[src/rtl/btn_conditioner_pkg.sv]
// Shared constants for the fan push-button front end: channel indices,
// default auto-repeat mask and the millisecond-to-cycle conversion.
package btn_conditioner_pkg;

    localparam int unsigned N_BTN_DEFAULT = 7;

    localparam int unsigned BTN_POWER    = 0;
    localparam int unsigned BTN_SPEED_UP = 1;
    localparam int unsigned BTN_SPEED_DN = 2;
    localparam int unsigned BTN_TIMER    = 3;
    localparam int unsigned BTN_LIGHT    = 4;
    localparam int unsigned BTN_ROTATE   = 5;
    localparam int unsigned BTN_MODE     = 6;

    // Speed up/down auto-repeat; every other button fires once per press.
    localparam logic [6:0] DEFAULT_REPEAT_EN = 7'b000_0110;

    function automatic int unsigned ms_to_cyc(input int unsigned clk_hz, input int unsigned ms);
        return (clk_hz / 1000) * ms;
    endfunction

endpackage

[src/rtl/btn_channel.sv]
// One button: 2-flop synchroniser, debounce, hold timer and optional
// auto-repeat. All outputs are registered.
module btn_channel #(
    parameter int unsigned DEB_CYC  = 1,
    parameter int unsigned LONG_CYC = 2,
    parameter int unsigned REP_CYC  = 1,
    parameter bit          REPEAT   = 1'b0
) (
    input  logic clk,
    input  logic reset_p,
    input  logic raw,
    output logic level,
    output logic pedge,
    output logic nedge,
    output logic long_press
);
    localparam int unsigned DW = $clog2(DEB_CYC + 1);
    localparam int unsigned HW = $clog2(LONG_CYC + 1);
    localparam int unsigned RW = $clog2(REP_CYC + 1);

    localparam logic [DW-1:0] DEB_LAST  = DW'(DEB_CYC - 1);
    localparam logic [HW-1:0] HOLD_PRE  = HW'(LONG_CYC - 2);
    localparam logic [HW-1:0] HOLD_LAST = HW'(LONG_CYC - 1);
    localparam logic [RW-1:0] REP_LAST  = RW'(REP_CYC - 1);

    logic [1:0]    sync_q;
    logic [DW-1:0] dcnt;
    logic [HW-1:0] hcnt;
    logic [RW-1:0] rcnt;

    logic sync;
    logic flip;
    logic stable_nxt;
    logic held;
    logic at_long;
    logic rep_hit;

    assign sync = sync_q[1];

    // Look one cycle ahead at the debounced level so that pulses line up with
    // the cycle in which level first shows the new value, and a release never
    // coincides with a repeat pulse.
    always_comb begin
        flip       = (sync != level) && (dcnt == DEB_LAST);
        stable_nxt = flip ? sync : level;
        held       = level && stable_nxt;
        at_long    = held && (hcnt == HOLD_LAST);
        rep_hit    = REPEAT && at_long && (rcnt == REP_LAST);
    end

    always_ff @(posedge clk or posedge reset_p) begin
        if (reset_p) begin
            sync_q     <= '0;
            dcnt       <= '0;
            hcnt       <= '0;
            rcnt       <= '0;
            level      <= 1'b0;
            pedge      <= 1'b0;
            nedge      <= 1'b0;
            long_press <= 1'b0;
        end else begin
            sync_q     <= {sync_q[0], raw};
            dcnt       <= ((sync == level) || flip) ? '0 : dcnt + DW'(1);
            level      <= stable_nxt;
            pedge      <= (flip && sync) || rep_hit;
            nedge      <= flip && !sync;
            long_press <= held && (hcnt == HOLD_PRE);
            // Hold timer saturates at the long-press point; repeat phase runs from there.
            hcnt       <= !held ? '0 : ((hcnt == HOLD_LAST) ? hcnt : hcnt + HW'(1));
            rcnt       <= at_long ? ((rcnt == REP_LAST) ? '0 : rcnt + RW'(1)) : '0;
        end
    end

endmodule

[src/rtl/btn_conditioner.sv]
// Push-button front end: N_BTN independent debounce/edge/long-press channels
// feeding the fan controller and the buzzer stage.
module btn_conditioner
    import btn_conditioner_pkg::*;
#(
    parameter int unsigned     N_BTN       = N_BTN_DEFAULT,
    parameter int unsigned     CLK_HZ      = 100_000_000,
    parameter int unsigned     DEBOUNCE_MS = 10,
    parameter int unsigned     LONG_MS     = 1000,
    parameter int unsigned     REPEAT_MS   = 200,
    parameter logic [N_BTN-1:0] REPEAT_EN  = N_BTN'(DEFAULT_REPEAT_EN)
) (
    input  logic             clk,
    input  logic             reset_p,
    input  logic [N_BTN-1:0] btn_raw,
    output logic [N_BTN-1:0] btn_level,
    output logic [N_BTN-1:0] btn_pedge,
    output logic [N_BTN-1:0] btn_nedge,
    output logic [N_BTN-1:0] btn_long
);
    localparam int unsigned DEB_CYC  = ms_to_cyc(CLK_HZ, DEBOUNCE_MS);
    localparam int unsigned LONG_CYC = ms_to_cyc(CLK_HZ, LONG_MS);
    localparam int unsigned REP_CYC  = ms_to_cyc(CLK_HZ, REPEAT_MS);

    if ((DEB_CYC < 1) || (LONG_CYC < 1) || (REP_CYC < 1)) begin : g_bad_cyc
        $error("btn_conditioner: derived cycle counts must be at least 1");
    end
    if (LONG_CYC <= DEB_CYC) begin : g_bad_long
        $error("btn_conditioner: LONG_CYC must exceed DEB_CYC");
    end

    for (genvar i = 0; i < N_BTN; i++) begin : g_ch
        btn_channel #(
            .DEB_CYC  (DEB_CYC),
            .LONG_CYC (LONG_CYC),
            .REP_CYC  (REP_CYC),
            .REPEAT   (REPEAT_EN[i])
        ) u_ch (
            .clk        (clk),
            .reset_p    (reset_p),
            .raw        (btn_raw[i]),
            .level      (btn_level[i]),
            .pedge      (btn_pedge[i]),
            .nedge      (btn_nedge[i]),
            .long_press (btn_long[i])
        );
    end

endmodule

[config.mk]
export PLATFORM = sky130hd
export DESIGN_NAME = btn_conditioner
export DESIGN_NICKNAME = d
export VERILOG_FILES = /design/src/rtl/btn_conditioner_pkg.sv /design/src/rtl/btn_channel.sv /design/src/rtl/btn_conditioner.sv
export SDC_FILE = /design/constraint.sdc
export NUM_CORES = 1
export LEC_CHECK = 0
export ABC_AREA = 1
export CORE_UTILIZATION = 55
export DETAILED_ROUTE_END_ITERATION = 7
export PLACE_DENSITY = 0.71
export SYNTH_ARGS = -nofsm -noshare
export SYNTH_HDL_FRONTEND = slang
export SYNTH_SLANG_ARGS = --single-unit
[constraint.sdc]
create_clock -name clk -period 25.2 [get_ports clk]
set_input_delay 2.52 -clock clk [delete_from_list [all_inputs] [get_ports clk]]
set_output_delay 2.52 -clock clk [all_outputs]
set_load 0.01 [all_outputs]
# --- Word level (Yosys, flattened, before mapping) ---
# Index checks and enable logic that the tools add are counted.
word_totals:
  word_cells: 198
  in_bits: 9
  out_inout_bits: 28
  reg_bits: 421
op_classes:
  muxes: 32
  addsub: 16
  reduce_logical: 55
  eq_ne: 44
ops:
  columns: ["cell", "n"]
  rows:
  - ["equality test 27 bit, second input constant", 14]
  - ["two-way mux 27 bit", 14]
  - ["adder 27 x 1 -> 27 bit, second input constant", 7]
  - ["adder 20 x 1 -> 20 bit, second input constant", 7]
  - ["equality test 20 bit, second input constant", 7]
  - ["two-way mux 20 bit", 7]
  - ["two-way mux 25 bit", 4]
  - ["adder 25 x 1 -> 25 bit, second input constant", 2]
  - ["equality test 25 bit, second input constant", 2]
  - ["logical AND 1 bit", 39]
  - ["!= test 2 bit, second input constant", 7]
  - ["logical OR 1 bit", 9]
  - ["equality test 1 bit", 7]
  - ["logical NOT 1 bit", 7]
  - ["two-way mux 1 bit", 7]
  - ["!= test 1 bit", 7]

# --- Logic depth before layout (Yosys ltp) ---
# Gate-level depths: netlist of run 1.
depth:
  depth_word: 7
  depth_mapped: 11
  mapped_depth_nobuf: 11

# --- Modules after synthesis ---
# From an unflattened synthesis of run 1, not the netlist that was laid out.
unflattened:
  cells_unflattened: 3203
  hier_area_um2: 24143.2
by_module_without_submodules:
  columns: ["module", "area_per_inst_um2", "n_inst", "cells_per_inst", "seq_area_each_um2"]
  rows:
  - ["btn_channel (g_ch[0].u_ch ...)", 3085.5, 5, 421, 1326.3]
  - ["btn_channel (g_ch[1].u_ch)", 4374.2, 1, 561, 1951.9]
  - ["btn_channel (g_ch[2].u_ch)", 4341.7, 1, 537, 1951.9]

# --- Worst setup path after synthesis of run 1 ---
# OpenSTA, ideal clock, no wires.
synth_timing:
  path_kind: "reg2out"
  from: "register g_ch[6].u_ch.level"
  to: "output btn_level[6]"
  required_time_ns: 22.680
  arrival_time_ns: 0.559
  setup_slack_ns: 22.121
  n_path_buf: 1
  path_stages_with_launch: 2
  cell_sequence: "dfrtp_1 > buf_4"
synth_lines:
  columns: ["element", "line", "source"]
  rows:
  - ["from (decl)", "btn_channel.sv:12", "output logic level,"]
  - ["from (signal assigned)", "btn_channel.sv:64", "level <= stable_nxt;"]
  - ["to (decl)", "btn_conditioner.sv:16", "output logic [N_BTN-1:0] btn_level,"]
# No word-level cell between the ends.

# --- Worst setup path in the final report of run 1 ---
layout_timing:
  from: "register g_ch[3].u_ch.level"
  to: "output btn_level[3]"
layout_lines:
  columns: ["element", "line"]
  rows:
  - ["from (decl)", "btn_channel.sv:12"]
  - ["from (signal assigned)", "btn_channel.sv:64"]
# No word-level cell between the ends.

==> results of run 1 <==
## registers in the layout, summed over array words and instances (netlist names)
register              count
g_ch.u_ch.hcnt          189
g_ch.u_ch.dcnt          140
g_ch.u_ch.rcnt           50
g_ch.u_ch.sync_q         14
g_ch.u_ch.level           7
g_ch.u_ch.long_press      7
g_ch.u_ch.nedge           7
g_ch.u_ch.pedge           7
## power by group
| part | total (mW) | switching (mW) | internal, mW |
|---|---|---|---|
| Sequential | 0.683 | 0.00293 | 0.680 |
| Clock | 0.687 | 0.271 | 0.415 |
| Combinational | 0.0236 | 0.0192 | 0.00442 |
## final timing paths
kind	from	endpoint	slack, ns	depth (start not counted)
worst max-delay path	g_ch[3].u_ch.level	btn_level[3]	21.06	1
min in group asynchronous	reset_p	g_ch[2].u_ch.long_press	2.56	2
worst min register to register	g_ch[2].u_ch.sync_q[0]	g_ch[2].u_ch.sync_q[1]	0.35	0
worst min-delay path	g_ch[2].u_ch.sync_q[0]	g_ch[2].u_ch.sync_q[1]	0.35	0
worst max register to register	g_ch[2].u_ch.dcnt[0]	g_ch[2].u_ch.hcnt[7]	22.63	10
max in group asynchronous	reset_p	g_ch[5].u_ch.dcnt[4]	21.11	3
## Yosys cell counts, types with 3 or more instances
| cell type | instances | area, um^2 |
|---|---|---|
| a21boi_0 | 6 | 45.04 |
| a21oi_1 | 65 | 325.3 |
| a31oi_1 | 13 | 81.33 |
| buf_2 | 15 | 75.07 |
| buf_4 | 33 | 247.7 |
| buf_6 | 4 | 45.04 |
| clkbuf_1 | 9 | 33.78 |
| dfrtp_1 | 421 | 10540 |
| ha_1 | 23 | 287.8 |
| inv_1 | 370 | 1389 |
| inv_2 | 8 | 30.03 |
| nand2_1 | 591 | 2218 |
| nand2_2 | 7 | 43.79 |
| nand3_1 | 198 | 991.0 |
| nand3b_1 | 10 | 75.07 |
| nand4_1 | 116 | 725.7 |
| nor2_1 | 625 | 2346 |
| nor2_2 | 43 | 269.0 |
| nor2_4 | 10 | 112.6 |
| nor3_1 | 162 | 810.8 |
| nor3_2 | 4 | 40.04 |
| nor3b_1 | 40 | 300.3 |
| nor4_1 | 13 | 81.33 |
| nor4b_1 | 3 | 26.28 |
| o21ai_0 | 38 | 190.2 |
| o21bai_1 | 5 | 37.54 |
| xnor2_1 | 49 | 429.2 |
| xor2_1 | 158 | 1384 |
## kinds of logic after synthesis
kind of cell	share of synthesized area, %
AOI/OAI and AO/OA	3.083
xor gates and xnor gates	7.756
adders and majority gates	1.231
buffers and inverters	7.788
DFF	45.07
and+or+nand+nor	35.07
## cell type report
cell class / instances / area [um^2]
multi-input cells: 2199 / 11020
repair buffers: 42 / 405.4
flip-flops and latches: 421 / 10540
inverters: 378 / 1426
clock inverters: 11 / 137.6
fillers: 3733 / 16340
clock buffers: 69 / 1411
well taps: 539 / 674.4
## per-stage QoR
step           std cells  power, mW  area (um^2)  hold slack (ns)  setup WS, ns
6_report            3659      1.393        25610           0.3460         21.06
5_1_grt             3659      1.441        25610           0.3527         20.75
4_1_cts             3659      1.414        25610           0.3473         20.99
2_1_floorplan       3059     0.7126        23370           0.3312         10.96
3_5_place_dp        3579     0.7202        24060           0.3347         20.36
3_3_place_gp        3579     0.7191        24060           0.3348         20.40
## metal layers
metal	wire length (um)	part of all wire [%]	GRT usage [%]	vias to the layer above
li1	-	-	-	9801
met1	22440	46	31.07	9187
met2	23150	48	39.27	393
met3	1815	3.7	2.777	111
met5	0	0	0	-
met4	1292	2.7	8.250	0
==> impl_metrics.csv, run 1 <==
group,metric,value,unit
setup_path,cp_top_family,"buffers and inverters",
floorplan,start_util,55.73,%
clock_network,cts_root_buffer,"clkbuf_16",
sta,hold_viol,0,
run,drv.max_cap_violation_count,0,
synthesis,synth_seq_cells,421,
route,ant_nets,0,
sta,rsz0062_at_grt,"no",
outcome,status,"completed",
sta,setup_viol,0,
synthesis,synth_edf_count,0,
setup_path,cpMaxStageDelayCell,"clkdlybuf4s50_1",
clock_network,cts_resized,0,
sta,relSlewSlack,35.49,%
setup_path,crit_path_start_kind,"flop",
setup_path,cp_max_fo,5,
clock_network,clk_pin_slew,0.06,ns
setup_path,endpoint_kind,"output pin",
pwr,p_per_area,54.41,mW/mm^2
route,wl_per_cell,13.31,um
route,viasPerCell,5.327,
clock_network,cts.sinks,421,
synthesis,synth_ff_type,"dfrtp_1",
floorplan,core_area,0.04195,mm^2
setup_path,crit_chain,"clkdlybuf4s50_1",
layout,finish.net_count,3121,
floorplan,die_area,0.04333,mm^2
synthesis,synth-seq-area-share,45.07,%
layout,fin_util,61.05,%
synthesis,syn_inst,3059,
synthesis,ys_types,44,
layout,final_common_cell,"nor2_1",
hold_path,hp-class,"flop to flop",
route,drc,0,
clock_network,clk_path_buf_depth,3,
synthesis,syn-num-nets,3091,
grt,grt_overflow,0,
route,via_count,19492,
clock_network,cts_hold_repair.buffers,0,
clock_network,cts.htree.levels,2,
synthesis,async_flop_share,100.0,%
clock_network,post_cts_buffers,0,
sta,slew_violations,0,
setup_path,path_class,"flop to output pin",
floorplan,die_x,208.2,um
setup_path,cp.buffers_inverters,1,
place,dpl.hpwl,34670,um
synthesis,avgSynthCellArea,7.641,um^2
place,place_congestion,0.9460,
route,drt-initial-drc-count,1147,
clock_network,clock_latency,0.58,ns
floorplan,rows,75,
layout,area_delta_synth_final,9.560,%
setup_path,cp_data_arrival_time,1.62,ns
pwr,ir_worst_vdd,0.04241,mV
pwr,p_leak,10.32,nW
grt,first_global_vias,19020,
grt,grt_antenna_before_repair,0,
grt,grt_use_total,23.29,%
layout,insertedDiodeCount,0,
floorplan,die-height,208.2,um
route,first_pass_iters,5,
layout,final_cell_mix,"625 x nor2_1, 591 x nand2_1, 421 x dfrtp_1",
setup_path,slowest_delay,0.62,ns
clock_network,tritoncts,"done",
sta,fin_crit,4.136,ns
sta,max_freq,241.8,MHz
sta,setup-tns-final,0,ns
sta,period_share,16.41,%
sta,finClkSkew,0.02686,ns
grt,grt_pass1_wl,86020,um
clock_network,cts_made_buffers,47,
sta,worst_pin_slew,0.9677,ns
synthesis,yosysWarnings,0,
route,wirelength,48700,um
place,portBuffers,36,
floorplan,num_io_pins,37,
layout,drive_gt1_share,5.160,%
setup_path,cp.required,22.68,ns
synthesis,netlist_area,0.02337,mm^2
grt,grt_max_degree,141,
Power figures use the tool's default switching activity.
==> run 2: changes to the inputs <==
Clock period 25.2 ns to 3.9 ns, I/O delays scaled along.
==> impl_metrics.csv, run 2 (synthesized netlist as in run 1, its figures left out) <==
group,metric,value,unit
place,dpl.hpwl,35490,um
grt,grt_use_total,23.20,%
setup_path,r2r_cells,10,
setup_path,cp_top_family,"simple AND/OR/NAND/NOR gates",
route,drt-initial-drc-count,1348,
route,ant_nets,0,
clock_network,cts.sinks,421,
grt,grt_antenna_before_repair,0,
pwr,p_per_area,356.9,mW/mm^2
clock_network,cts_resized,0,
place,place_congestion,0.9403,
layout,largest_register_ff_count,189,
clock_network,clk_pin_slew,0.06,ns
route,via_count,19407,
sta,relSlewSlack,34.67,%
pwr,ir_worst_vdd,0.3058,mV
route,wl_met3,1808,um
floorplan,die-height,208.2,um
sta,slew_violations,0,
place,place_inst,3583,
route,wirelength,49140,um
route,viasPerCell,5.291,
grt,grt_pass1_wl,86360,um
place,portBuffers,36,
setup_path,cp.required,4.31,ns
grt,first_global_vias,19028,
setup_path,slowest_delay,0.58,ns
clock_network,cts.htree.levels,2,
setup_path,reg2reg_from,"g_ch[2].u_ch.dcnt[0]",
clock_network,post_cts_buffers,0,
setup_path,endpoint_kind,"flop",
route,drc,0,
layout,largestRegisters,"g_ch.u_ch.hcnt: 189 flops, g_ch.u_ch.dcnt: 140 flops, g_ch.u_ch.rcnt: 50 flops",
clock_network,clk_path_buf_depth,3,
setup_path,cp_data_arrival_time,2.95,ns
grt,grt_overflow,0,
setup_path,cp_max_fo,21,
floorplan,start_util,55.73,%
setup_path,path_depth,10,
clock_network,clock_latency,0.58,ns
pwr,p_leak,10.41,nW
floorplan,core_area,0.04195,mm^2
setup_path,crit_path_start_kind,"flop",
floorplan,rows,75,
sta,max_freq,393.7,MHz
floorplan,die_area,0.04333,mm^2
setup_path,crit_chain,"ha_1 > nand2_1 > nor2_2 > inv_1 > nor2_1 > nand3_1 > nand2_1 > inv_1 > nand2_1 > o21ai_0",
hold_path,hp-class,"primary input to flop",
sta,rsz0062_at_grt,"no",
clock_network,cts_made_buffers,47,
layout,area_delta_synth_final,10.33,%
clock_network,tritoncts,"done",
sta,hold_viol,0,
clock_network,cts_hold_repair.buffers,0,
route,routed-wl-met2,23390,um
sta,finClkSkew,0.02331,ns
floorplan,die_x,208.2,um
layout,finish.net_count,3125,
setup_path,path_common_cell,"nand2_1",
route,first_pass_iters,8,
layout,drive_gt1_share,5.561,%
setup_path,r2r_slack,1.36,ns
setup_path,path_class,"flop to flop",
pwr,total_power,9.204,mW
route,top_layer,"met4",
layout,insertedDiodeCount,0,
route,drt-met1-wl,22990,um
setup_path,cpMaxStageDelayCell,"nand2_1",
sta,period_share,65.12,%
layout,top_register,"g_ch.u_ch.hcnt",
outcome,status,"completed",
setup_path,cp.buffers_inverters,2,
setup_path,startpoint,"g_ch[2].u_ch.dcnt[0]",
floorplan,num_io_pins,37,
sta,fin_crit,2.540,ns
layout,final_common_cell,"nor2_1",
run,drv.max_cap_violation_count,0,
layout,final_cell_mix,"625 x nor2_1, 591 x nand2_1, 421 x dfrtp_1",
sta,setup_viol,0,
setup_path,crit_path_end,"g_ch[2].u_ch.hcnt[2]",
route,wl_per_cell,13.40,um
sta,worst_pin_slew,0.9775,ns
setup_path,timing.rr.end,"g_ch[2].u_ch.hcnt[2]",
clock_network,cts_root_buffer,"clkbuf_16",
grt,grt_max_degree,92,
layout,finalNonFillerCells,3668,
==> run 2: cell count changes in the layout (fill, tap and decap cells not counted) <==
cell | before | now
buf_12 | 0 | 5
buf_4 | 6 | 5
bufinv_16 | 3 | 6
clkbuf_1 | 9 | 5
clkbuf_16 | 49 | 48
clkbuf_8 | 11 | 7
clkinv_2 | 5 | 8
clkinv_4 | 0 | 3
clkinv_8 | 0 | 1
inv_6 | 0 | 4
==> run 2: final cells by class <==
| class | count | area (um^2) |
|---|---|---|
| clock buffer | 60 | 1316 |
| fill | 3712 | 16160 |
| inverter | 378 | 1423 |
| sequential | 421 | 10540 |
| tap | 539 | 674.4 |
| multi-input combinational | 2199 | 11020 |
| clock inverter | 25 | 324.1 |
| timing repair buffer | 46 | 498.0 |
==> run 2: layer usage <==
metal  vias to the layer above  track usage [%]
met5                         -                0
li1                       9805                -
met3                        83            3.004
met1                      9168            31.12
met4                         0            6.590
met2                       351            39.49
==> run 2: worst min-delay path by stage <==
stage / startpoint / endpoint / slack, ns / cells past startpoint
after floorplan: g_ch[0].u_ch.sync_q[0] / g_ch[0].u_ch.sync_q[1] / 0.33 / 0
after global placement: g_ch[0].u_ch.sync_q[0] / g_ch[0].u_ch.sync_q[1] / 0.33 / 0
after detailed placement: g_ch[6].u_ch.sync_q[0] / g_ch[6].u_ch.sync_q[1] / 0.34 / 0
after CTS: btn_raw[2] / g_ch[2].u_ch.sync_q[0] / 0.22 / 1
after global routing: btn_raw[0] / g_ch[0].u_ch.sync_q[0] / 0.25 / 1
final: btn_raw[2] / g_ch[2].u_ch.sync_q[0] / 0.25 / 1
==> run 2: power breakdown <==
group | internal (mW) | leakage, nW | switching (mW)
combinational | 0.0388 | 3.76 | 0.129
sequential | 4.39 | 5.83 | 0.0192
clock | 2.80 | 0.808 | 1.82
total | 7.23 | 10.4 | 1.97
==> run 2: stage by stage <==
stage                     utilization, %  TNS (ns)  cell area (um^2)  hold WS (ns)  setup WS, ns
after global placement             57.57         0             24150        0.3343         1.430
after floorplan                        -   -913.36             23380        0.3312        -2.169
after global routing               61.48         0             25790        0.2458        0.9671
after CTS                          61.48         0             25790        0.2173         1.335
after detailed placement           57.57         0             24150        0.3385         1.366
final                              61.48         0             25790        0.2516         1.360
==> run 3: changes to the inputs <==
Settings changed: PLACE_DENSITY 0.71 to 0.74.
Clock period 3.9 ns to 2.2 ns, I/O delays scaled along.
==> impl_metrics.csv, run 3 (synthesized netlist as in run 1, its figures left out) <==
group,metric,value,unit
clock_network,cts.sinks,421,
place,place_inst,3610,
layout,final_common_cell,"nor2_1",
layout,top_register,"g_ch.u_ch.hcnt",
sta,hold_viol,0,
outcome,status,"completed",
place,place_congestion,0.9629,
clock_network,cts.htree.levels,2,
clock_network,cts_root_buffer,"clkbuf_16",
route,viasPerCell,5.316,
clock_network,clock_latency,0.58,ns
place,dpl-instance-area,0.02441,mm^2
layout,drive_gt1_share,6.517,%
grt,grt_max_degree,83,
layout,largestRegisters,"g_ch.u_ch.hcnt: 189 flops, g_ch.u_ch.dcnt: 140 flops, g_ch.u_ch.rcnt: 50 flops",
setup_path,cp_data_arrival_time,2.44,ns
floorplan,die_area,0.04333,mm^2
setup_path,cp.required,2.66,ns
grt,grt_use_total,23.82,%
layout,final_cell_mix,"624 x nor2_1, 591 x nand2_1, 421 x dfrtp_1",
route,drt-initial-drc-count,1163,
pwr,ir_worst_vdd,0.7039,mV
layout,multi_input_area,0.01102,mm^2
clock_network,cts_made_buffers,48,
route,wirelength,49920,um
route,via_count,19670,
layout,fillerInstances,3671,
route,drc,0,
setup_path,path_class,"flop to flop",
route,wl_per_cell,13.49,um
layout,register_area,0.01054,mm^2
setup_path,cp_max_fo,7,
sta,slew_violations,0,
layout,fin_util,62.22,%
sta,setup_viol,0,
floorplan,rows,75,
layout,area_delta_synth_final,11.65,%
clock_network,clk_pin_slew,0.06,ns
sta,finClkSkew,0.02123,ns
pwr,p_per_area,630.4,mW/mm^2
route,first_pass_iters,6,
place,portBuffers,36,
floorplan,die_x,208.2,um
setup_path,crit_path_start_kind,"flop",
floorplan,die-height,208.2,um
sta,worst_pin_slew,0.6081,ns
layout,finalNonFillerCells,3700,
grt,grt_antenna_before_repair,0,
layout,final_area,0.02610,mm^2
setup_path,endpoint_kind,"flop",
sta,max_freq,504.4,MHz
sta,rsz0062_at_grt,"no",
sta,relSlewSlack,59.24,%
floorplan,core_area,0.04195,mm^2
clock_network,clk_path_buf_depth,3,
grt,grt_pass1_wl,88200,um
sta,fin_crit,1.982,ns
pwr,total_power,16.45,mW
grt,first_global_vias,19276,
clock_network,tritoncts,"done",
route,ant_nets,0,
layout,insertedDiodeCount,0,
sta,period_share,90.11,%
layout,finish.net_count,3154,
grt,grt_overflow,0,
hold_path,hp-class,"primary input to flop",
floorplan,num_io_pins,37,
clock_network,post_cts_buffers,0,
run,drv.max_cap_violation_count,0,
pwr,p_leak,10.58,nW
layout,largest_register_ff_count,189,
place,dpl.hpwl,36190,um
floorplan,start_util,55.73,%
## run 3: timing repair
item | in CTS | in global routing
setup endpoints to repair | 0 | 1
hold buffers | 1 | 0
endpoints found under the hold margin | 3 | 0
resized for setup | 0 | 1
## run 3: stage by stage
| step | TNS [ns] | setup WS [ns] | hold slack [ns] |
|---|---|---|---|
| 2_1_floorplan | -1557.49 | -3.699 | 0.2514 |
| 3_3_place_gp | 0 | 0.3119 | 0.3339 |
| 3_5_place_dp | 0 | 0.2408 | 0.3365 |
| 4_1_cts | 0 | 0.2233 | 0.03681 |
| 5_1_grt | 0 | 0.04408 | 0.05806 |
| 6_report | 0 | 0.2175 | 0.07724 |
## run 3: cell type report
| class | instances | area share (%) |
|---|---|---|
| Timing Repair Buffer | 74 | 2.963 |
| Clock inverter | 26 | 1.199 |
| Multi-Input combinational cell | 2199 | 42.23 |
| Clock buffer | 63 | 5.202 |
| Sequential cell | 421 | 40.37 |
| Inverter | 378 | 5.451 |
| Tap cell | 539 | 2.584 |
## run 3: layer usage
metal / GRT usage (%) / part of all wire, %
met1: 32.04 / 46
met2: 39.85 / 48
met3: 3.245 / 4.7
met4: 7.791 / 2.0
met5: 0 / 0
## run 3: path summary, 6_finish.rpt
| path | slack (ns) | end | cells past startpoint | startpoint |
|---|---|---|---|---|
| setup / recovery | 0.22 | g_ch[5].u_ch.hcnt[8] | 10 | g_ch[5].u_ch.hcnt[0] |
| hold / removal | 0.08 | g_ch[0].u_ch.sync_q[0] | 1 | btn_raw[0] |
| setup reg to reg | 0.22 | g_ch[5].u_ch.hcnt[8] | 10 | g_ch[5].u_ch.hcnt[0] |
| hold reg to reg | 0.35 | g_ch[1].u_ch.sync_q[1] | 0 | g_ch[1].u_ch.sync_q[0] |
| max in group asynchronous | 0.91 | g_ch[1].u_ch.hcnt[5] | 5 | reset_p |
| min in group asynchronous | 0.47 | g_ch[2].u_ch.hcnt[1] | 3 | reset_p |
## run 3: report_power, final
| group | leakage (nW) | internal (mW) | total [mW] | switching (mW) |
|---|---|---|---|---|
| Sequential | 5.83 | 7.79 | 7.82 | 0.0317 |
| Clock | 0.821 | 5.06 | 8.31 | 3.25 |
| Combinational | 3.93 | 0.0881 | 0.320 | 0.232 |
| Total | 10.6 | 12.9 | 16.5 | 3.51 |
## run 3: worst max-delay path: stages (launching register included)
cell	delay, ns
dfrtp_1	0.42
ha_1	0.21
inv_1	0.09
nor2_2	0.20
inv_1	0.11
nor2_2	0.21
inv_1	0.13
nor2_1	0.13
nand2_1	0.20
nand4_1	0.15
inv_1	0.04
